**src/rtl/mem_xfer_unit.sv**
```systemverilog
// MAR/MDR memory-transfer unit: loads MAR/MDR from the bus and sequences
// RAM reads/writes. Optional macro MEM_RANGE_CHECK_EN adds an upper-MAR range check.
//
// state   | meaning
// --------+-----------------------------------------------
// ST_IDLE | accepting bus loads and transfer requests
// ST_RD   | mem_rden high, waiting RD_LAT cycles for q
// ST_CAP  | RAM q valid, MDR captures it at the end edge
// ST_WR   | single-cycle write of MDR to RAM[MAR]
module mem_xfer_unit #(
    parameter int DATA_W = 32,
    parameter int ADDR_W = 9,
    parameter int RD_LAT = 1
) (
    input  logic              clock,
    input  logic              clear,
    input  logic [DATA_W-1:0] bus_in,
    input  logic              MARin,
    input  logic              MDRin,
    input  logic              rd_req,
    input  logic              wr_req,
    input  logic              err_clr,
    output logic [DATA_W-1:0] mdr_q,
    output logic [DATA_W-1:0] mar_q,
    output logic              busy,
    output logic              done,
    output logic              err,
`ifdef MEM_RANGE_CHECK_EN
    output logic              err_addr,
`endif
    output logic [ADDR_W-1:0] mem_addr,
    output logic [DATA_W-1:0] mem_wdata,
    output logic              mem_rden,
    output logic              mem_wren,
    input  logic [DATA_W-1:0] mem_rdata
);

    if (RD_LAT < 1) begin : g_bad_rd_lat
        $error("mem_xfer_unit: RD_LAT must be >= 1");
    end

    localparam int CNT_W = (RD_LAT > 1) ? $clog2(RD_LAT) : 1;
    localparam logic [CNT_W-1:0] CNT_LAST = CNT_W'(RD_LAT - 1);

    typedef enum logic [1:0] {
        ST_IDLE = 2'd0,
        ST_RD   = 2'd1,
        ST_CAP  = 2'd2,
        ST_WR   = 2'd3
    } state_t;

    state_t             state_q, state_d;
    logic [CNT_W-1:0]   cnt_q, cnt_d;
    logic [DATA_W-1:0]  mar_d, mdr_d;
    logic               done_q, done_d;
    logic               err_q, err_d, err_set;
`ifdef MEM_RANGE_CHECK_EN
    logic               erra_q, erra_d, erra_set;
`endif

    always_comb begin
        state_d = state_q;
        cnt_d   = cnt_q;
        mar_d   = mar_q;
        mdr_d   = mdr_q;
        done_d  = 1'b0;
        err_set = 1'b0;
`ifdef MEM_RANGE_CHECK_EN
        erra_set = 1'b0;
`endif

        case (state_q)
            ST_IDLE: begin
                if (MARin) mar_d = bus_in;
                if (MDRin) mdr_d = bus_in;
                if (rd_req || wr_req) begin
`ifdef MEM_RANGE_CHECK_EN
                    // range is judged on the MAR already held, not a same-cycle load
                    if ((mar_q >> ADDR_W) != '0) begin
                        err_set  = 1'b1;
                        erra_set = 1'b1;
                    end else
`endif
                    if (rd_req) begin
                        state_d = ST_RD;
                        cnt_d   = '0;
                        if (wr_req) err_set = 1'b1;
                    end else begin
                        state_d = ST_WR;
                    end
                end
            end
            ST_RD: begin
                if (cnt_q == CNT_LAST) begin
                    state_d = ST_CAP;
                    cnt_d   = '0;
                end else begin
                    cnt_d = cnt_q + CNT_W'(1);
                end
            end
            ST_CAP: begin
                mdr_d   = mem_rdata;
                state_d = ST_IDLE;
                done_d  = 1'b1;
            end
            ST_WR: begin
                state_d = ST_IDLE;
                done_d  = 1'b1;
            end
            default: state_d = ST_IDLE;
        endcase

        if (state_q != ST_IDLE && (MARin || MDRin || rd_req || wr_req))
            err_set = 1'b1;

        err_d = err_set | (err_q & ~err_clr);
`ifdef MEM_RANGE_CHECK_EN
        erra_d = erra_set | (erra_q & ~err_clr);
`endif
    end

    always_ff @(posedge clock or negedge clear) begin
        if (!clear) begin
            state_q <= ST_IDLE;
            cnt_q   <= '0;
            mar_q   <= '0;
            mdr_q   <= '0;
            done_q  <= 1'b0;
            err_q   <= 1'b0;
`ifdef MEM_RANGE_CHECK_EN
            erra_q  <= 1'b0;
`endif
        end else begin
            state_q <= state_d;
            cnt_q   <= cnt_d;
            mar_q   <= mar_d;
            mdr_q   <= mdr_d;
            done_q  <= done_d;
            err_q   <= err_d;
`ifdef MEM_RANGE_CHECK_EN
            erra_q  <= erra_d;
`endif
        end
    end

    assign busy      = (state_q != ST_IDLE);
    assign mem_rden  = (state_q == ST_RD);
    assign mem_wren  = (state_q == ST_WR);
    assign done      = done_q;
    assign err       = err_q;
    assign mem_addr  = mar_q[ADDR_W-1:0];
    assign mem_wdata = mdr_q;
`ifdef MEM_RANGE_CHECK_EN
    assign err_addr  = erra_q;
`endif

endmodule
```
**config.mk**
```make
export PLATFORM = sky130hd
export DESIGN_NAME = mem_xfer_unit
export DESIGN_NICKNAME = d
export VERILOG_FILES = /design/src/rtl/mem_xfer_unit.sv
export SDC_FILE = /design/constraint.sdc
export NUM_CORES = 1
export LEC_CHECK = 0
export BUFFER_PORTS_ARGS = -buffer_cell sky130_fd_sc_hd__buf_4
export CAP_MARGIN = 10
export CORE_MARGIN = 2
export CORE_UTILIZATION = 35
export CTS_CLUSTER_SIZE = 8
export DETAILED_ROUTE_END_ITERATION = 16
export GPL_ROUTABILITY_DRIVEN = 0
export GPL_TIMING_DRIVEN = 0
export PLACE_DENSITY = 0.65
export REMOVE_ABC_BUFFERS = 1
export SETUP_SLACK_MARGIN = 0.15
export SYNTH_ARGS = -nofsm -noshare
export SYNTH_HDL_FRONTEND = slang
export SYNTH_SLANG_ARGS = --single-unit
```
**constraint.sdc**
```tcl
create_clock -name clock -period 1.7 [get_ports clock]
set_input_delay 0.34 -clock clock [delete_from_list [all_inputs] [get_ports clock]]
set_output_delay 0.34 -clock clock [all_outputs]
set_load 0.03 [all_outputs]
```
==> Yosys cells after proc, flatten, opt, wreduce, memory -nomap -nowiden <==
Cells that the tools add are included.
{ "classes": {"addsub": 1, "n_mul": 0, "div": 0, "n_lt_le_gt_ge": 0, "n_eq_ne": 7, "shifts": 0, "mux": 16, "n_bitwise": 3, "n_reduce_logical": 14} }
{ "ops": {"columns": ["op", "n"], "rows": [
  ["$pmux 32 s2", 1],
  ["$mux 32", 1],
  ["$mux 1", 9],
  ["$ne 2x2->1 const B", 4],
  ["$mux 2", 3],
  ["$pmux 2 s3", 1],
  ["$reduce_and 2->1", 3],
  ["$reduce_bool 2->1", 3],
  ["$eq 2x2->1 const B", 2],
  ["$logic_or 1x1->1", 4],
  ["$reduce_and 3->1", 1],
  ["$eq 2x1->1 const B", 1],
  ["$logic_not 2->1", 1],
  ["$pmux 1 s2", 1],
  ["$reduce_or 2->1", 1],
  ["$add 1x1->1 const B", 1],
  ["$and 1x1->1", 1],
  ["$logic_and 1x1->1", 1],
  ["$not 1->1", 1],
  ["$or 1x1->1", 1]
]} }
{ "totals": {"ff_bits": 69, "latch_bits": 0, "mem_bits_rw": 0, "romBits": 0, "out_inout_bits": 110, "memories": 0} }

==> Logic depth before layout (Yosys ltp) <==
{ "depth": {"word_depth": 6, "ltp_mapped": 6, "mapped_depth_nobuf": 3} }

==> Worst setup path before layout <==
Ideal clock, no wire load.
{ "synth_timing": {"path_type": "reg2reg", "from": "register state_q[1]", "to": "register mar_q[0]", "setup_time_ns": 0.125, "arrival_ns": 1.356, "path_slack_ns": 0.218, "stages_incl_launch_ff": 5, "n_path_buf": 1, "period_less_slack_ns": 1.482, "cell_sequence": "dfrtp_1 -> or2_4 -> nor2_8 -> buf_12 -> mux2_4"} }
{ "synth_between": {"elab_chain_cells": 2} }
{ "synth_rtl": {"columns": ["element", "line", "rtl"], "rows": [
  ["start, declared", "52", "state_t state_q, state_d;"],
  ["start signal, assigned", "134", "state_q <= state_d;"],
  ["$logic_not 2->1", "72", "case (state_q)"],
  ["$reduce_and 2->1 (no line)", null, null],
  ["end signal, assigned", "136", "mar_q <= mar_d;"],
  ["end, declared", "24", "output logic [DATA_W-1:0] mar_q,"]
]} }
No other way between the ends.
A chain may end at the register's enable or synchronous reset.

==> Worst setup path after layout <==
{ "layout_timing": {"from": "register state_q[0]", "to": "register mar_q[13]"} }
The elaborated chain is that of the path after synthesis.

==> metrics.txt <==
status=finished with violations; failing checks=setup timing; Setup-failing EPs final=2; most frequent cells in the layout=189 x buf_4, 66 x dfrtp_1, 32 x mux2_4, 32 x nand2_1, 31 x a32oi_1; DP HPWL=5.83 mm; Port Buf Inserts=180; Die Width=102 um; R2R Setup Slk=-2 ps; Vias/cell=5.03; Worst-Margin Slew=897 ps; post-synthesis register bit count=68; vias=2866; Worst VDD drop=0.00125 V; Fin. Hold Viols=0; PwrDens=2590 mW/mm2; RR Startpoint=state_q[0]$_DFFE_PN0P_; GRT Total Usage=20.3%; clock root buffer=clkbuf_8; Final Cell Area=0.00516 mm2; sequential share of power=24.1%; Net Sw Frac=47.0%; die area=0.0104 mm2; register clock-pin slew on the reported worst setup and hold paths=80 ps; share of the synthesized area in the top cell type=50.4%; CTS tree=built; register area share after synthesis=50.4%; total grt overflow=0; Mapped Area=0.00338 mm2; crit-path max FO=7; drt drc=0; Initial Utilization=36.4%; std cell rows=35; Psw=0.00627 W; min Tclk post-route=1700 ps; Distinct cells, synth=22; Tot Pwr=0.0133 W; Max Clk Rate=587 MHz; skew final=10.9 ps; H-tree levels=3; commonest non-fill, non-tap cell in the layout=buf_4; Pre-antenna DRT Iters=4; synth top area cells=dfrtp_1 50%, mux2_4 13%, buf_4 9.1%; R2R cell count=6; relative slew slack=40.2%; Yosys top cell by area=dfrtp_1; CTS Buf Count=9; Final Max Tran Viols=0; NumNets Final=507; startpoint type of the worst setup path=flop; drt total wl=11.0 mm; pin count of the biggest net entering global routing=69; Leakage=2.54 nW; Area growth syn-to-layout=52.7%; number of global-route vias before repair=2923; Mapped Cells=276; clk sinks=68; Max Cap Violations=0; Worst Path Required=1920 ps; clock share of power=12.4%; share of cells above drive strength 1=61.9%; IO Count=181; warnings from Yosys=0; Routed Antenna Nets=0; internal power=0.00708 W; initial antenna violation count=0; placed inst area=0.00446 mm2; first-pass GRT wire length=16.0 mm; crit path DAT=1920 ps; setup ws final=-2.13 ps; Final Cycle Share=100%; clk_lat worst skew=340 ps; Post-Syn Area per Cell=12.2 um2; core area=0.00928 mm2; Detailed Route Iter0 Violations=88; Chip Height=102 um; Worst setup EP type=flop; worst reg2reg endpoint=mar_q[13]$_DFFE_PN0P_; unrepaired setup endpoints after global routing=true; WS Path Type=flop to flop; Avg WL per Cell=19.2 um; clock tree buffer depth=2; hold crit path type=input pin to async pin; Comb pwr share=63.5%; n_diodes=0
## per-layer routing
| metal | wire length, um | track usage (%) |
|---|---|---|
| met2 | 5400 | 33.4 |
| met4 | 113 | 6.05 |
| met3 | 717 | 4.10 |
| met1 | 4750 | 27.1 |
| met5 | 0 | 0 |
## critical path, cell delays in order (launching register included)
cell and delay (ps):
dfrtp_4 510, or2_4 280, buf_12 140, nor2_4 100, buf_12 120, buf_12 140
mux2_4 300
## how the worst max path moves through the flow
stage | start | endpoint | slack, ps
4_1_cts | state_q[0]$_DFFE_PN0P_ | mar_q[0]$_DFFE_PN0P_ | -20
5_1_grt | state_q[0]$_DFFE_PN0P_ | mar_q[20]$_DFFE_PN0P_ | -50
2_1_floorplan | state_q[0]$_DFFE_PN0P_ | mdr_q[0]$_DFFE_PN0P_ | -530
3_5_place_dp | state_q[0]$_DFFE_PN0P_ | mar_q[14]$_DFFE_PN0P_ | -630
6_report | state_q[0]$_DFFE_PN0P_ | mar_q[13]$_DFFE_PN0P_ | -2
3_3_place_gp | state_q[0]$_DFFE_PN0P_ | mdr_q[6]$_DFFE_PN0P_ | -1900
## power by group through the flow
stage / registers (W) / logic [W] / clock network [W]
global route: 0.00335 / 0.00892 / 0.00177
detailed placement: 0.00335 / 0.00725 / 0
finish: 0.00322 / 0.00847 / 0.00165
floorplan: 0.00576 / 0.00188 / 0
CTS: 0.00322 / 0.00823 / 0.00171
global placement: 0.00330 / 0.00718 / 0
## cell type report
type | instances | area [um2]
clock buffer | 10 | 138
clock inverter | 6 | 111
fill | 810 | 4130
inverter | 4 | 18.8
multi-input combinational | 146 | 1310
sequential | 68 | 1710
tap | 129 | 161
timing repair buffer | 206 | 1700
timing repair inverter | 1 | 7.51
## repair_timing
action	in CTS	in global routing
gates resized for setup	13	8
cloned	4	2
pin swaps	69	7
buffers inserted	18	7
hold buffers	0	0
setup endpoints to repair	67	67
## stage by stage
step,instances,worst slack [ps],hold WS (ps),util (%),TNS (ps)
4_1_cts,561,-16.2,134,54.2,-120
5_1_grt,570,-48.9,177,55.5,-538
3_3_place_gp,523,-1900,493,47.8,-90360
6_report,570,-2.13,125,55.5,-2.73
3_5_place_dp,523,-626,497,48.1,-25500
2_1_floorplan,214,-533,44.4,-,-28390
## synth_stat cells
master         instances
buf_1                  1
a32oi_1               32
and2b_2                1
nand2_1               32
buf_12                 3
a22oi_1               32
dlygate4sd3_1          1
o22ai_1                1
inv_1                  4
and2_2                 1
mux2_2                 2
nor4_1                 1
dfrtp_1               68
buf_4                 41
clkbuf_1               9
buf_2                  7
a21oi_1                2
nor2_1                 4
or2_4                  1
mux2_4                30
nor2b_1                2
nor2_8                 1
## state kept, by name, summed over array words and instances, names as in the netlist
name     cells
done         1
err          1
mar_q       32
mdr_q       32
state_q      2
## cell families (layout without fill, tap and decap cells)
family / count (synthesis) / in the layout / synth area share [%]
AND/OR/NAND/NOR: 43 / 47 / 5.89
buffers and inverters: 66 / 227 / 13.8
multiplexers: 32 / 32 / 14.0
flip-flops: 68 / 68 / 50.4
AO/OA/AOI/OAI: 67 / 67 / 15.9
Power figures use the tool's default switching activity.
